## config.mk

```make
export PLATFORM = sky130hd
export DESIGN_NAME = bt_status_tx
export DESIGN_NICKNAME = d
export VERILOG_FILES = /design/src/rtl/bt_status_tx_pkg.sv /design/src/rtl/bt_status_tx_uart_tx_byte.sv /design/src/rtl/bt_status_tx.sv
export SDC_FILE = /design/constraint.sdc
export NUM_CORES = 1
export LEC_CHECK = 0
export CORE_MARGIN = 8
export CORE_UTILIZATION = 54
export CTS_CLUSTER_SIZE = 40
export DETAILED_ROUTE_END_ITERATION = 8
export MAX_ROUTING_LAYER = met4
export PLACE_DENSITY = 0.76
export SETUP_SLACK_MARGIN = 0.15
export SLEW_MARGIN = 20
export SYNTH_ARGS = -nofsm -noshare
export SYNTH_HDL_FRONTEND = slang
export SYNTH_SLANG_ARGS = --single-unit
```

## constraint.sdc

```tcl
create_clock -name clk -period 2.7 [get_ports clk]
set_clock_uncertainty 0.2 [all_clocks]
set_input_delay 0.54 -clock clk [delete_from_list [all_inputs] [get_ports clk]]
set_output_delay 0.54 -clock clk [all_outputs]
set_load 0.02 [all_outputs]
```

## src/rtl/bt_status_tx_pkg.sv

```systemverilog
// Shared definitions for the Bluetooth status transmitter.
// Holds the frame header default, frame length, the FSM state encoding
// used by the frame sequencer and the byte serialiser, the status record
// layout, the bit-period derivation and the frame byte builder.
package bt_status_tx_pkg;

  localparam logic [7:0]  DEFAULT_HEADER = 8'hA5;
  localparam int unsigned FRAME_LEN      = 5;

  typedef enum logic [2:0] {
    IDLE,
    START,
    DATA,
    STOP,
    FRAME_END
  } fsm_state_t;

  // Game status as watched by the transmitter; also the snapshot layout.
  typedef struct packed {
    logic [2:0] state;
    logic [3:0] score;
    logic [3:0] miss;
    logic [1:0] life;
  } status_t;

  function automatic int unsigned clks_per_bit(input int unsigned clk_freq,
                                               input int unsigned baud);
    return clk_freq / baud;
  endfunction

  // Byte idx of a status frame; index 4 is the XOR check of bytes 1..3.
  function automatic logic [7:0] frame_byte(input logic [2:0] idx,
                                            input status_t    s,
                                            input logic [7:0] header);
    logic [7:0] b1;
    logic [7:0] b2;
    logic [7:0] b3;
    b1 = {5'b0, s.state};
    b2 = {s.miss, s.score};
    b3 = {6'b0, s.life};
    case (idx)
      3'd0:    return header;
      3'd1:    return b1;
      3'd2:    return b2;
      3'd3:    return b3;
      default: return b1 ^ b2 ^ b3;
    endcase
  endfunction

endpackage

```

## src/rtl/bt_status_tx_uart_tx_byte.sv

```systemverilog
// Single-byte UART 8N1 serialiser.
// Ports:
//   clk, rst (async, active-low)
//   start      : load data and begin the start bit at this edge
//   data[7:0]  : byte to send, sampled when start is accepted
//   tx         : serial line, idles high
//   busy       : high from the start bit through the stop bit
//   done       : high during the last cycle of the stop bit
// A start accepted during that last stop cycle chains the next byte with
// no idle gap on the line.
module uart_tx_byte
  import bt_status_tx_pkg::*;
#(
  parameter int unsigned CLKS_PER_BIT = 16
) (
  input  logic       clk,
  input  logic       rst,
  input  logic       start,
  input  logic [7:0] data,
  output logic       tx,
  output logic       busy,
  output logic       done
);

  localparam int unsigned TW     = (CLKS_PER_BIT > 1) ? $clog2(CLKS_PER_BIT) : 1;
  localparam logic [TW-1:0] T_LAST = TW'(CLKS_PER_BIT - 1);

  fsm_state_t  st;
  logic [TW-1:0] timer;
  logic [2:0]  bit_idx;
  logic [7:0]  shreg;
  logic        bit_end;

  assign bit_end = (timer == T_LAST);
  // Decoded strobe so the sequencer can hand over the next byte on the
  // same edge the stop bit ends.
  assign done    = (st == STOP) && bit_end;

  always_ff @(posedge clk or negedge rst) begin
    if (!rst) begin
      st      <= IDLE;
      timer   <= '0;
      bit_idx <= '0;
      shreg   <= '0;
      tx      <= 1'b1;
      busy    <= 1'b0;
    end else begin
      case (st)
        IDLE: begin
          if (start) begin
            shreg <= data;
            tx    <= 1'b0;
            busy  <= 1'b1;
            timer <= '0;
            st    <= START;
          end
        end
        START: begin
          if (bit_end) begin
            timer   <= '0;
            tx      <= shreg[0];
            shreg   <= {1'b0, shreg[7:1]};
            bit_idx <= '0;
            st      <= DATA;
          end else begin
            timer <= timer + 1'b1;
          end
        end
        DATA: begin
          if (bit_end) begin
            timer <= '0;
            if (bit_idx == 3'd7) begin
              tx <= 1'b1;
              st <= STOP;
            end else begin
              tx      <= shreg[0];
              shreg   <= {1'b0, shreg[7:1]};
              bit_idx <= bit_idx + 3'd1;
            end
          end else begin
            timer <= timer + 1'b1;
          end
        end
        STOP: begin
          if (bit_end) begin
            timer <= '0;
            if (start) begin
              shreg <= data;
              tx    <= 1'b0;
              st    <= START;
            end else begin
              busy <= 1'b0;
              st   <= IDLE;
            end
          end else begin
            timer <= timer + 1'b1;
          end
        end
        default: st <= IDLE;
      endcase
    end
  end

endmodule

```

## src/rtl/bt_status_tx.sv

```systemverilog
// Bluetooth status return-path transmitter.
// Sends the 5-byte frame {HEADER, state, {miss,score}, life, xor} over
// UART 8N1 whenever the watched status differs from the last sent
// snapshot or send_req pulses. Changes arriving mid-frame coalesce into
// a single follow-up frame sent straight after FRAME_END.
// Ports:
//   clk, rst (async, active-low)
//   state[2:0], score[3:0], miss[3:0], life[1:0] : watched status
//   send_req   : one-cycle request for a frame regardless of change
//   tx         : serial line to the Bluetooth module RX, idles high
//   tx_busy    : high while a frame is on the line
//   frame_done : one-cycle pulse after the last stop bit
module bt_status_tx
  import bt_status_tx_pkg::*;
#(
  parameter int unsigned CLK_FREQ = 100_000_000,
  parameter int unsigned BAUD     = 9600,
  parameter logic [7:0]  HEADER   = DEFAULT_HEADER
) (
  input  logic       clk,
  input  logic       rst,
  input  logic [2:0] state,
  input  logic [3:0] score,
  input  logic [3:0] miss,
  input  logic [1:0] life,
  input  logic       send_req,
  output logic       tx,
  output logic       tx_busy,
  output logic       frame_done
);

  localparam int unsigned CLKS_PER_BIT = clks_per_bit(CLK_FREQ, BAUD);
  localparam logic [2:0]  LAST_IDX     = 3'(FRAME_LEN - 1);

  status_t    cur;
  status_t    snap;
  status_t    frame_buf;
  fsm_state_t fsm;
  logic [2:0] byte_idx;
  logic       pending;
  logic       trig;

  logic       byte_start;
  logic [7:0] byte_data;
  logic       byte_busy;
  logic       byte_done;

  assign cur  = {state, score, miss, life};
  assign trig = send_req | (cur != snap);

  // The sequencer uses IDLE, START (frame on the line) and FRAME_END.
  // Byte 0 is always the header, so a new frame can start the same edge
  // its snapshot is latched; later bytes come from the frozen buffer.
  always_comb begin
    byte_start = 1'b0;
    byte_data  = HEADER;
    case (fsm)
      IDLE:      byte_start = trig & ~byte_busy;
      START: begin
        byte_start = byte_done && (byte_idx != LAST_IDX);
        byte_data  = frame_byte(byte_idx + 3'd1, frame_buf, HEADER);
      end
      FRAME_END: byte_start = (pending | trig) & ~byte_busy;
      default:   byte_start = 1'b0;
    endcase
  end

  always_ff @(posedge clk or negedge rst) begin
    if (!rst) begin
      fsm        <= IDLE;
      snap       <= '0;
      frame_buf  <= '0;
      byte_idx   <= '0;
      pending    <= 1'b0;
      tx_busy    <= 1'b0;
      frame_done <= 1'b0;
    end else begin
      frame_done <= 1'b0;
      case (fsm)
        IDLE: begin
          if (byte_start) begin
            snap      <= cur;
            frame_buf <= cur;
            byte_idx  <= '0;
            tx_busy   <= 1'b1;
            fsm       <= START;
          end
        end
        START: begin
          // Snapshot stays at the frame contents so every change seen
          // while busy still differs at FRAME_END.
          if (trig) pending <= 1'b1;
          if (byte_done) begin
            if (byte_idx == LAST_IDX) begin
              tx_busy    <= 1'b0;
              frame_done <= 1'b1;
              fsm        <= FRAME_END;
            end else begin
              byte_idx <= byte_idx + 3'd1;
            end
          end
        end
        FRAME_END: begin
          if (byte_start) begin
            pending   <= 1'b0;
            snap      <= cur;
            frame_buf <= cur;
            byte_idx  <= '0;
            tx_busy   <= 1'b1;
            fsm       <= START;
          end else begin
            fsm <= IDLE;
          end
        end
        default: fsm <= IDLE;
      endcase
    end
  end

  uart_tx_byte #(
    .CLKS_PER_BIT(CLKS_PER_BIT)
  ) u_byte (
    .clk  (clk),
    .rst  (rst),
    .start(byte_start),
    .data (byte_data),
    .tx   (tx),
    .busy (byte_busy),
    .done (byte_done)
  );

endmodule

```

**Word-level counts from Yosys, hierarchy flattened**

Index checks and enable logic that the tools add are counted.

- Add/subtract/negate cells: 3
- Eq/ne operators: 27
- Muxes and demuxes: 49
- Bitwise operators: 7
- Reduce and logical (&&, ||, !) cells: 24

Operators by type and width:

| kind | count |
|---|---|
| $pmux W8 S4 | 2 |
| $mux W8 | 6 |
| $mux W3 | 13 |
| $mux W14 | 2 |
| $pmux W14 S2 | 1 |
| $reduce_and A4 Y1 | 5 |
| $ne A2 B2 Y1 const B | 9 |
| $mux W1 | 16 |
| $add A14 B1 Y14 const B | 1 |
| $eq A14 B14 Y1 const B | 1 |
| $ne A13 B13 Y1 | 1 |
| $eq A3 B2 Y1 const B | 4 |
| $pmux W3 S2 | 2 |
| $pmux W3 S4 | 1 |
| $ne A2 B1 Y1 const B | 5 |
| $reduce_and A5 Y1 | 2 |
| $reduce_bool A2 Y1 | 5 |
| $eq A3 B1 Y1 const B | 3 |
| $eq A3 B3 Y1 const B | 3 |
| $logic_not A3 Y1 | 3 |
| $pmux W3 S3 | 1 |
| $xor A3 B8 Y8 | 1 |
| $xor A8 B2 Y8 | 1 |
| $add A3 B1 Y3 const B | 2 |
| 13 further kinds | 20 |

- Register bits after elaboration: 52
- Output and inout bits: 3
- Word-level logic and storage cells: 125

**Logic depth before layout (Yosys ltp)**

Gate-level depths: netlist (run 1).

- Word-level depth: 8
- Mapped depth: 9

**Cells and area by module**

A second synthesis (run 1) with hierarchy kept.

- Cell total of the unflattened synthesis: 301
- Area, all modules: 2906.5 µm²

By module, submodules not included:

| module | times used | cells an instance | area an instance (µm²) |
|---|---|---|---|
| uart_tx_byte | 1 | 174 | 1616.6 |
| bt_status_tx | 1 | 127 | 1290.0 |

**Worst setup path after synthesis (run 1)**

No wires, ideal clock.

- Path kind: reg-to-reg
- From: register u_byte.bit_idx[0]
- To: register u_byte.shreg[5]
- Library setup time: 0.135 ns
- Data arrival time: 2.384 ns
- Setup slack: -0.019 ns
- Cell stages (with the launch flop): 10
- Buffers on the path: 0
- Path through: dfrtp_1 ha_1 ha_1 or4b_1 or4_4 a2bb2oi_4 nand2b_4 a21oi_4 o2bb2ai_1 a21oi_1

- Longest elaborated chain between the ends: 3

Ends and longest elaborated chain:

| what | line | RTL |
|---|---|---|
| start: declaration | bt_status_tx_uart_tx_byte.sv:30 | `logic [2:0] bit_idx;` |
| start signal: assignment | bt_status_tx_uart_tx_byte.sv:78 | `bit_idx <= bit_idx + 3'd1;` |
| $eq A3 B3 Y1 | bt_status_tx_uart_tx_byte.sv:72 | `if (bit_idx == 3'd7) begin` |
| $ne A2 B2 Y1 (no line) | n/a |  |
| $reduce_and A5 Y1 (no line) | n/a |  |
| end signal: assignment | bt_status_tx_uart_tx_byte.sv:62 | `shreg <= {1'b0, shreg[7:1]};` |
| end signal: assignment | bt_status_tx_uart_tx_byte.sv:77 | `shreg <= {1'b0, shreg[7:1]};` |
| end signal: assignment | bt_status_tx_uart_tx_byte.sv:88 | `shreg <= data;` |
| end: declaration | bt_status_tx_uart_tx_byte.sv:31 | `logic [7:0] shreg;` |

Every way passes these cells.
A chain may end at the register's enable or synchronous reset.

**Final worst setup path (run 1)**

- From: register u_byte.bit_idx[0]
- To: register u_byte.shreg[6]

The elaborated chain is that of the path after synthesis.

==> results of run 1 <==
[state kept, by name (all words and copies together) (netlist names)]
register	cells
byte_idx	3
frame_buf	13
frame_done	1
fsm	2
pending	1
tx_busy	1
u_byte.bit_idx	3
u_byte.busy	1
u_byte.shreg	8
u_byte.st	2
u_byte.timer	14
u_byte.tx	1
[power by group]
group	switching, mW	internal [mW]	leakage, nW
clock network	0.260	0.277	0.0514
logic	0.0465	0.0428	1.10
registers	0.0113	0.758	0.591
total	0.318	1.08	1.74
[cell usage after synthesis (2+ instances only)]
library cell                number  area share
sky130_fd_sc_hd__nand3_1         9       0.014
sky130_fd_sc_hd__inv_1          16       0.019
sky130_fd_sc_hd__nand2b_1        4      0.0080
sky130_fd_sc_hd__and2_1          3      0.0060
sky130_fd_sc_hd__o22ai_1         3      0.0060
sky130_fd_sc_hd__a221oi_2        2      0.0096
sky130_fd_sc_hd__o21ai_1         6      0.0096
sky130_fd_sc_hd__o31ai_1         2      0.0048
sky130_fd_sc_hd__xnor2_1         9       0.025
sky130_fd_sc_hd__buf_2           5      0.0080
sky130_fd_sc_hd__xor2_1          8       0.022
sky130_fd_sc_hd__o21ai_0        23       0.037
sky130_fd_sc_hd__or3_1           6       0.012
sky130_fd_sc_hd__dfrtp_1        49        0.39
sky130_fd_sc_hd__o2111ai_1       3      0.0084
sky130_fd_sc_hd__and3_1          3      0.0060
sky130_fd_sc_hd__nor3_1          5      0.0080
sky130_fd_sc_hd__a22o_1          5       0.014
sky130_fd_sc_hd__nor4b_1         2      0.0056
sky130_fd_sc_hd__clkbuf_1        4      0.0048
sky130_fd_sc_hd__a32oi_1         4       0.011
sky130_fd_sc_hd__inv_2           2      0.0024
sky130_fd_sc_hd__nand2_1        55       0.066
sky130_fd_sc_hd__a21oi_1        22       0.035
sky130_fd_sc_hd__o2bb2ai_1       3      0.0084
sky130_fd_sc_hd__o211ai_1        3      0.0072
sky130_fd_sc_hd__mux2_1          2      0.0072
sky130_fd_sc_hd__nor2_1         20       0.024
sky130_fd_sc_hd__ha_1           14       0.056
[cell type report]
type	count	area (um^2)	share of cell area
multi-input combinational	254	1860	0.472
sequential	50	1250	0.319
timing repair buffer	65	552	0.140
tap	72	90.1	0.0229
clock buffer	6	72.6	0.0184
inverter	19	72.6	0.0184
clock inverter	2	37.5	0.00954
[cell usage in the layout, fill, tap and decap left out, types with 3 or more instances in the layout]
master,instances
sky130_fd_sc_hd__clkbuf_2,3
sky130_fd_sc_hd__inv_2,3
sky130_fd_sc_hd__nand3_1,9
sky130_fd_sc_hd__xor2_1,8
sky130_fd_sc_hd__clkdlybuf4s50_1,3
sky130_fd_sc_hd__clkdlybuf4s15_1,3
sky130_fd_sc_hd__a21oi_1,20
sky130_fd_sc_hd__dfrtp_1,47
sky130_fd_sc_hd__nor2_1,18
sky130_fd_sc_hd__nand2b_1,4
sky130_fd_sc_hd__a32oi_1,4
sky130_fd_sc_hd__buf_4,38
sky130_fd_sc_hd__clkbuf_8,5
sky130_fd_sc_hd__inv_1,15
sky130_fd_sc_hd__o21ai_1,6
sky130_fd_sc_hd__o21ai_0,23
sky130_fd_sc_hd__nor3_1,5
sky130_fd_sc_hd__nand2_1,54
sky130_fd_sc_hd__a22o_1,5
sky130_fd_sc_hd__or3_1,6
sky130_fd_sc_hd__dlygate4sd2_1,7
sky130_fd_sc_hd__buf_6,6
sky130_fd_sc_hd__ha_1,11
sky130_fd_sc_hd__o211ai_1,3
sky130_fd_sc_hd__xnor2_1,8
[per-stage QoR]
stage | setup TNS [ns] | setup slack, ns | hold slack [ns] | util | power [mW]
CTS | -0.258 | -0.0495 | 0.0460 | 0.692 | 1.40
detailed placement | -10.33 | -0.389 | 0.294 | 0.656 | 0.873
global route | -0.949 | -0.158 | 0.0745 | 0.710 | 1.45
floorplan | 0 | 0.0643 | 0.0444 | - | 0.816
global placement | -8.36 | -0.319 | 0.273 | 0.656 | 0.871
finish | -0.279 | -0.0490 | 0.0295 | 0.710 | 1.40
[repair_timing]
item	CTS	global route
setup endpoints to repair	28	27
pin swaps	20	12
buffers inserted	6	6
hold buffers	0	0
gates resized for setup	27	24
cloned	1	0
[layer usage]
metal | vias up | part of all wire | track usage
met1 | 1301 | 0.48 | 0.244
met5 | - | 0 | -
met3 | 14 | 0.042 | 0.0375
met4 | 0 | 0.016 | 0.0564
li1 | 1327 | - | -
met2 | 55 | 0.46 | 0.288
[worst max-delay path, stage by stage, from the launching register on]
cell and delay (ns):
sky130_fd_sc_hd__dfrtp_1 0.39, sky130_fd_sc_hd__ha_2 0.20, sky130_fd_sc_hd__ha_4 0.17, sky130_fd_sc_hd__or4b_1 0.48, sky130_fd_sc_hd__or4_4 0.45, sky130_fd_sc_hd__a2bb2oi_4 0.24
sky130_fd_sc_hd__o31ai_4 0.11, sky130_fd_sc_hd__buf_6 0.15, sky130_fd_sc_hd__a32oi_1 0.15, sky130_fd_sc_hd__o21ai_1 0.09
[worst min-delay path by stage]
stage | start | endpoint | slack (ns) | depth (start not counted)
after global placement | u_byte.shreg[7] | u_byte.shreg[7] | 0.27 | 2
after detailed placement | u_byte.shreg[3] | u_byte.shreg[3] | 0.29 | 2
after global routing | rst | u_byte.bit_idx[1] | 0.07 | 1
after CTS | rst | u_byte.st[1] | 0.05 | 1
after floorplan | rst | byte_idx[0] | 0.04 | 0
final | rst | u_byte.st[1] | 0.03 | 1
[cell families after synthesis]
kind of cell	count (synthesis)
AOI/OAI and AO/OA	97
xor gates and xnor gates	17
adders and majority gates	14
buffers and inverters	28
DFF	50
muxes	3
and+or+nand+nor	123
==> impl_results.html, run 1 <==
<table>
<tr><th>Metric</th><th>Value</th></tr>
<tr><th colspan="2">Clock network</th></tr>
<tr><td>Clock transition at path regs</td><td>roughly 0.090 ns</td></tr>
<tr><td>Deepest level of the CTS H-tree</td><td>2</td></tr>
<tr><td>CTS root buf</td><td>sky130_fd_sc_hd__clkbuf_8</td></tr>
<tr><td>Deepest clock path buffer count</td><td>2</td></tr>
<tr><td>Insertion delay of the later-clocked pin in the worst-skew pair</td><td>approximately 0.31 ns</td></tr>
<tr><td>CTS sink count</td><td>50</td></tr>
<tr><td>Clock tree from TritonCTS</td><td>yes</td></tr>
<tr><td>TritonCTS buffer count</td><td>5</td></tr>
<tr><th colspan="2">Timing</th></tr>
<tr><td>Final critical delay including setup and external delays</td><td>roughly 2.7 ns</td></tr>
<tr><td>Slack of the critical path</td><td>-0.0490 ns</td></tr>
<tr><td>Max-Slew Margin vs Limit</td><td>0.596</td></tr>
<tr><td>Count of final max-slew check failures</td><td>0</td></tr>
<tr><td>RSZ-0062 raised after global routing</td><td>yes</td></tr>
<tr><td>Share of the clock period used by the worst path after layout</td><td>1.02</td></tr>
<tr><td>Slew @ Worst Pin</td><td>roughly 0.6 ns</td></tr>
<tr><td>Number of setup violations in the final report</td><td>7</td></tr>
<tr><td>Final hold viol count</td><td>0</td></tr>
<tr><td>Peak Freq</td><td>between 0.3 and 0.4 GHz</td></tr>
<tr><th colspan="2">Die</th></tr>
<tr><td>Placeable core region</td><td>approximately 5500 um^2</td></tr>
<tr><td>Die Wd</td><td>around 92 um</td></tr>
<tr><td>Ports placed on the boundary</td><td>19</td></tr>
<tr><td>Starting Density</td><td>0.562</td></tr>
<tr><td>Full die area</td><td>8450 um^2</td></tr>
<tr><td>Die height</td><td>91.9 um</td></tr>
<tr><td>Row Count</td><td>27</td></tr>
<tr><th colspan="2">Placed design</th></tr>
<tr><td>Cell area reported after detailed placement</td><td>3630 um^2</td></tr>
<tr><td>Half-perimeter wire length after placement</td><td>approximately 5400 um</td></tr>
<tr><td>Routability congestion estimate from global placement</td><td>roughly 0.84</td></tr>
<tr><td>Number of instances in the placed design</td><td>approximately 450</td></tr>
<tr><td>Count of buffers inserted at the top-level ports</td><td>18</td></tr>
<tr><th colspan="2">Detailed routing</th></tr>
<tr><td># DRC</td><td>0</td></tr>
<tr><td>WL/cell</td><td>roughly 16 um</td></tr>
<tr><td>Vias after detailed routing</td><td>~2700</td></tr>
<tr><td>DRC violation total after the first TritonRoute iteration</td><td>around 220</td></tr>
<tr><td>Antenna viol nets, final</td><td>0</td></tr>
<tr><td>Number of iterations in the first detailed-routing pass</td><td>4</td></tr>
<tr><td>Total wire length after detailed routing</td><td>7350 um</td></tr>
<tr><td>Drt via density</td><td>about 5.8</td></tr>
<tr><th colspan="2">Final layout</th></tr>
<tr><td>Number of nets in the finished design</td><td>between 400 and 500</td></tr>
<tr><td>Share of post-route cells with drive strength above 1</td><td>0.255</td></tr>
<tr><td>Final Instance Area</td><td>slightly below 4000 um^2</td></tr>
<tr><td>Number of cells in the finished layout apart from fillers</td><td>~470</td></tr>
<tr><td>Fill cells</td><td>between 400 and 500</td></tr>
<tr><td>Antenna Cells</td><td>0</td></tr>
<tr><td>Synthesis-to-finish area growth</td><td>26.4%</td></tr>
<tr><th colspan="2">Critical path</th></tr>
<tr><td>Worst reg2reg setup slack</td><td>-0.05 ns</td></tr>
<tr><td>R2r worst-path depth</td><td>9</td></tr>
<tr><td>Capturing element type of the critical path</td><td>flip-flop</td></tr>
<tr><td>Critical setup path kind</td><td>flip-flop to flip-flop</td></tr>
<tr><td>Beginning of the critical path</td><td>u_byte.bit_idx[0]</td></tr>
<tr><td>CP Launch Type</td><td>flip-flop</td></tr>
<tr><td>Endpoint of the most critical register-to-register path</td><td>u_byte.shreg[6]</td></tr>
<tr><td>Required time reported for the critical path endpoint</td><td>between 2 and 3 ns</td></tr>
<tr><td>Crit Reg-Reg Startpoint</td><td>u_byte.bit_idx[0]</td></tr>
<tr><td>Worst-path maximum fanout</td><td>7</td></tr>
<tr><td>Arrival time of the worst setup path</td><td>roughly 2.7 ns</td></tr>
<tr><td>Worst setup path end</td><td>u_byte.shreg[6]</td></tr>
<tr><th colspan="2">Logic synthesis</th></tr>
<tr><td>Area share of xor/xnor cells in the synthesized design</td><td>0.0478</td></tr>
<tr><td>Compound-cell area share of the yosys netlist</td><td>0.239</td></tr>
<tr><td>Seq/Total Area, Yosys</td><td>0.402</td></tr>
<tr><td>Cell area after synthesis</td><td>about 3100 um^2</td></tr>
<tr><td>Instance count of the mapped netlist</td><td>~330</td></tr>
<tr><td>Ys Warns</td><td>0</td></tr>
<tr><td>Post-synthesis cell type count</td><td>roughly 70</td></tr>
<tr><td>Dominant register cell in the synthesized netlist</td><td>sky130_fd_sc_hd__dfrtp_1</td></tr>
<tr><td>Fraction of synthesized area in multiplexers</td><td>0.0104</td></tr>
<tr><td>Synth Area per Inst</td><td>~9.4 um^2</td></tr>
<tr><td>Number of flip-flops and latches in the synthesized netlist</td><td>50</td></tr>
<tr><td>Dominant combinational cell family by area after synthesis</td><td>compound AO/OA/AOI/OAI gates</td></tr>
<tr><td>Total nets after synthesis</td><td>362</td></tr>
<tr><td>Post-synth EDFFs</td><td>0</td></tr>
<tr><td>Post-synthesis simple-gate area fraction</td><td>0.209</td></tr>
<tr><td>Synthesized-area fraction occupied by adder cells</td><td>0.0562</td></tr>
<tr><td>Fraction of registers with async set or reset after synthesis</td><td>1.00</td></tr>
<tr><th colspan="2">Global routing</th></tr>
<tr><td>Maximum number of pins on one net before global-route repair</td><td>27</td></tr>
<tr><td>Number of global-route vias before repair</td><td>2725</td></tr>
<tr><td>Combined global-route utilization of all metal layers</td><td>0.188</td></tr>
<tr><td>Initial antenna violation count</td><td>0</td></tr>
<tr><td>Global-route wire length before repair</td><td>about 13000 um</td></tr>
<tr><td>Total gr overflow</td><td>0</td></tr>
<tr><th colspan="2">Min path</th></tr>
<tr><td>Worst min-delay path category</td><td>input pin to async pin</td></tr>
<tr><th colspan="2">Power</th></tr>
<tr><td>Leakage</td><td>between 1.5 and 2 nW</td></tr>
<tr><td>IR Drop Worst-Case VDD</td><td>approximately 0.24 mV</td></tr>
<tr><td>Power density of the placed cells</td><td>~350 nW/um^2</td></tr>
<tr><th colspan="2">Outcome</th></tr>
<tr><td>Failing checks</td><td>negative setup slack</td></tr>
<tr><td>Status</td><td>complete, but fails checks</td></tr>
<tr><th colspan="2">Job</th></tr>
<tr><td>Number of violations of the max-capacitance limit</td><td>0</td></tr>
</table>
(Power assumes the default switching activity.)
==> run 2: changes to the inputs <==
--- a/config.mk
+++ b/config.mk
@@ -9,8 +9,9 @@
 export CORE_UTILIZATION = 54
 export CTS_CLUSTER_SIZE = 40
 export DETAILED_ROUTE_END_ITERATION = 8
+export GPL_ROUTABILITY_DRIVEN = 0
 export MAX_ROUTING_LAYER = met4
-export PLACE_DENSITY = 0.76
+export PLACE_DENSITY_LB_ADDON = 0.3
 export SETUP_SLACK_MARGIN = 0.15
 export SLEW_MARGIN = 20
 export SYNTH_ARGS = -nofsm -noshare
==> impl_results.html, run 2 (same netlist as run 1, synthesis figures left out) <==
<table>
<tr><th>Metric</th><th>Value</th></tr>
<tr><th colspan="2">Outcome</th></tr>
<tr><td>Failing checks</td><td>negative setup slack</td></tr>
<tr><td>Status</td><td>complete, but fails checks</td></tr>
<tr><th colspan="2">Detailed routing</th></tr>
<tr><td>Vias after detailed routing</td><td>between 2000 and 3000</td></tr>
<tr><td>WL/cell</td><td>approximately 16 um</td></tr>
<tr><td>Number of iterations in the first detailed-routing pass</td><td>4</td></tr>
<tr><td>DRC violation total after the first TritonRoute iteration</td><td>approximately 130</td></tr>
<tr><td># DRC</td><td>0</td></tr>
<tr><td>Total wire length after detailed routing</td><td>7520 um</td></tr>
<tr><td>Drt via density</td><td>roughly 6</td></tr>
<tr><td>Antenna viol nets, final</td><td>0</td></tr>
<tr><th colspan="2">Final layout</th></tr>
<tr><td>Most common cell after layout, fill and taps aside</td><td>sky130_fd_sc_hd__nand2_1</td></tr>
<tr><td>Fin util</td><td>0.705</td></tr>
<tr><td>Number of flip-flops under the largest register name</td><td>14</td></tr>
<tr><td>Fill cells</td><td>roughly 390</td></tr>
<tr><td>Share of post-route cells with drive strength above 1</td><td>0.238</td></tr>
<tr><td>Synthesis-to-finish area growth</td><td>25.4%</td></tr>
<tr><td>Number of nets in the finished design</td><td>approximately 420</td></tr>
<tr><td>Leading registers by flop count</td><td>u_byte.timer x14, frame_buf x13, u_byte.shreg x8</td></tr>
<tr><td>Antenna Cells</td><td>0</td></tr>
<tr><td>Top reg by flops</td><td>u_byte.timer</td></tr>
<tr><td>Most frequent cells in the layout</td><td>sky130_fd_sc_hd__nand2_1 (53), sky130_fd_sc_hd__dfrtp_1 (46), sky130_fd_sc_hd__buf_4 (30)</td></tr>
<tr><td>Number of cells in the finished layout apart from fillers</td><td>roughly 460</td></tr>
<tr><td>Final Instance Area</td><td>3910 um^2</td></tr>
<tr><th colspan="2">Critical path</th></tr>
<tr><td>Required time reported for the critical path endpoint</td><td>about 2.7 ns</td></tr>
<tr><td>Worst-path maximum fanout</td><td>5</td></tr>
<tr><td>Arrival time of the worst setup path</td><td>between 2 and 3 ns</td></tr>
<tr><td>Capturing element type of the critical path</td><td>flip-flop</td></tr>
<tr><td>Critical setup path kind</td><td>flip-flop to flip-flop</td></tr>
<tr><td>CP Launch Type</td><td>flip-flop</td></tr>
<tr><th colspan="2">Clock network</th></tr>
<tr><td>Clock tree from TritonCTS</td><td>yes</td></tr>
<tr><td>Deepest clock path buffer count</td><td>2</td></tr>
<tr><td>Deepest level of the CTS H-tree</td><td>2</td></tr>
<tr><td>Clock transition at path regs</td><td>approximately 0.1 ns</td></tr>
<tr><td>Insertion delay of the later-clocked pin in the worst-skew pair</td><td>0.31 ns</td></tr>
<tr><td>CTS root buf</td><td>sky130_fd_sc_hd__clkbuf_8</td></tr>
<tr><td>CTS sink count</td><td>50</td></tr>
<tr><td>TritonCTS buffer count</td><td>5</td></tr>
<tr><th colspan="2">Placed design</th></tr>
<tr><td>Cell area reported after detailed placement</td><td>~3600 um^2</td></tr>
<tr><td>Half-perimeter wire length after placement</td><td>5350 um</td></tr>
<tr><td>Number of instances in the placed design</td><td>around 440</td></tr>
<tr><td>Count of buffers inserted at the top-level ports</td><td>18</td></tr>
<tr><th colspan="2">Timing</th></tr>
<tr><td>Peak Freq</td><td>about 0.36 GHz</td></tr>
<tr><td>Accumulated negative setup slack</td><td>-0.217 ns</td></tr>
<tr><td>Number of setup violations in the final report</td><td>7</td></tr>
<tr><td>Share of the clock period used by the worst path after layout</td><td>1.02</td></tr>
<tr><td>Final hold viol count</td><td>0</td></tr>
<tr><td>Count of final max-slew check failures</td><td>0</td></tr>
<tr><td>Slew @ Worst Pin</td><td>roughly 0.60 ns</td></tr>
<tr><td>Max-Slew Margin vs Limit</td><td>0.603</td></tr>
<tr><td>Hold Slack</td><td>0.0143 ns</td></tr>
<tr><td>RSZ-0062 raised after global routing</td><td>yes</td></tr>
<tr><td>Final critical delay including setup and external delays</td><td>2.75 ns</td></tr>
<tr><td>Slack of the critical path</td><td>-0.0494 ns</td></tr>
<tr><th colspan="2">Global routing</th></tr>
<tr><td>Total gr overflow</td><td>0</td></tr>
<tr><td>Combined global-route utilization of all metal layers</td><td>0.185</td></tr>
<tr><td>Global-route wire length before repair</td><td>12700 um</td></tr>
<tr><td>Maximum number of pins on one net before global-route repair</td><td>27</td></tr>
<tr><td>Number of global-route vias before repair</td><td>around 2700</td></tr>
<tr><td>Initial antenna violation count</td><td>0</td></tr>
<tr><th colspan="2">Die</th></tr>
<tr><td>Ports placed on the boundary</td><td>19</td></tr>
<tr><td>Die Wd</td><td>between 90 and 100 um</td></tr>
<tr><td>Starting Density</td><td>0.562</td></tr>
<tr><td>Die height</td><td>between 90 and 100 um</td></tr>
<tr><td>Full die area</td><td>8450 um^2</td></tr>
<tr><td>Row Count</td><td>27</td></tr>
<tr><td>Placeable core region</td><td>5540 um^2</td></tr>
<tr><th colspan="2">Job</th></tr>
<tr><td>Number of violations of the max-capacitance limit</td><td>0</td></tr>
<tr><th colspan="2">Power</th></tr>
<tr><td>IR Drop Worst-Case VDD</td><td>about 0.25 mV</td></tr>
<tr><td>Power density of the placed cells</td><td>around 360 nW/um^2</td></tr>
<tr><td>Leakage</td><td>approximately 1.7 nW</td></tr>
<tr><th colspan="2">Min path</th></tr>
<tr><td>Worst min-delay path category</td><td>input pin to async pin</td></tr>
</table>
==> run 2: report_power, final <==
part / leakage, nW / switching [mW] / internal [mW]
logic: 1.06 / 0.0429 / 0.0400
clock network: 0.0573 / 0.252 / 0.297
registers: 0.590 / 0.0118 / 0.758
total: 1.71 / 0.307 / 1.10
==> run 2: repair_timing <==
| item | CTS | global route |
|---|---|---|
| gates resized for setup | 22 | 27 |
| pin swaps | 22 | 20 |
| hold buffers | 0 | 0 |
| gates cloned | 1 | 0 |
| buffers inserted | 5 | 3 |
| setup endpoints to repair | 26 | 26 |
==> run 2: critical path, stage by stage (launching register included) <==
cell and delay, ns:
sky130_fd_sc_hd__dfrtp_1 0.39, sky130_fd_sc_hd__ha_2 0.20, sky130_fd_sc_hd__ha_4 0.18, sky130_fd_sc_hd__or4b_4 0.49
sky130_fd_sc_hd__or4_4 0.44, sky130_fd_sc_hd__a2bb2oi_4 0.23, sky130_fd_sc_hd__nand2b_4 0.08, sky130_fd_sc_hd__a21oi_4 0.20
sky130_fd_sc_hd__o211ai_1 0.15, sky130_fd_sc_hd__o211ai_1 0.11
==> run 2: through the flow <==
stage	total power [mW]	worst slack (ns)
after detailed placement	0.870	-0.347
after global placement	0.868	-0.314
after CTS	1.41	-0.0384
final	1.40	-0.0494
after floorplan	0.816	0.0643
after global routing	1.44	-0.168
==> run 2: worst paths after layout <==
kind	startpoint	to	slack [ns]	depth (start not counted)
max	u_byte.bit_idx[1]	u_byte.shreg[1]	-0.05	9
min	rst	u_byte.timer[1]	0.01	1
max reg2reg	u_byte.bit_idx[1]	u_byte.shreg[1]	-0.05	9
min reg2reg	u_byte.shreg[7]	u_byte.shreg[7]	0.30	2
max in group asynchronous	rst	u_byte.tx	1.67	2
min in group clk	u_byte.shreg[7]	u_byte.shreg[7]	0.30	2
==> run 2: routing by layer <==
metal,up-vias,share of wire,GRT usage,wire [um]
li1,1295,-,-,-
met1,1338,0.44,0.234,3330
met2,83,0.48,0.291,3600
met3,18,0.053,0.0367,397
met4,0,0.025,0.0604,187
met5,-,0,-,0
==> run 2: layout make-up <==
type,instances,area (um^2),area share
Multi-Input combinational cell,254,1880,0.480
Sequential cell,50,1260,0.322
Inverter,19,72.6,0.0186
Clock inverter,1,30.0,0.00769
Tap cell,72,90.1,0.0231
Timing Repair Buffer,56,498,0.128
Clock buffer,6,82.6,0.0211
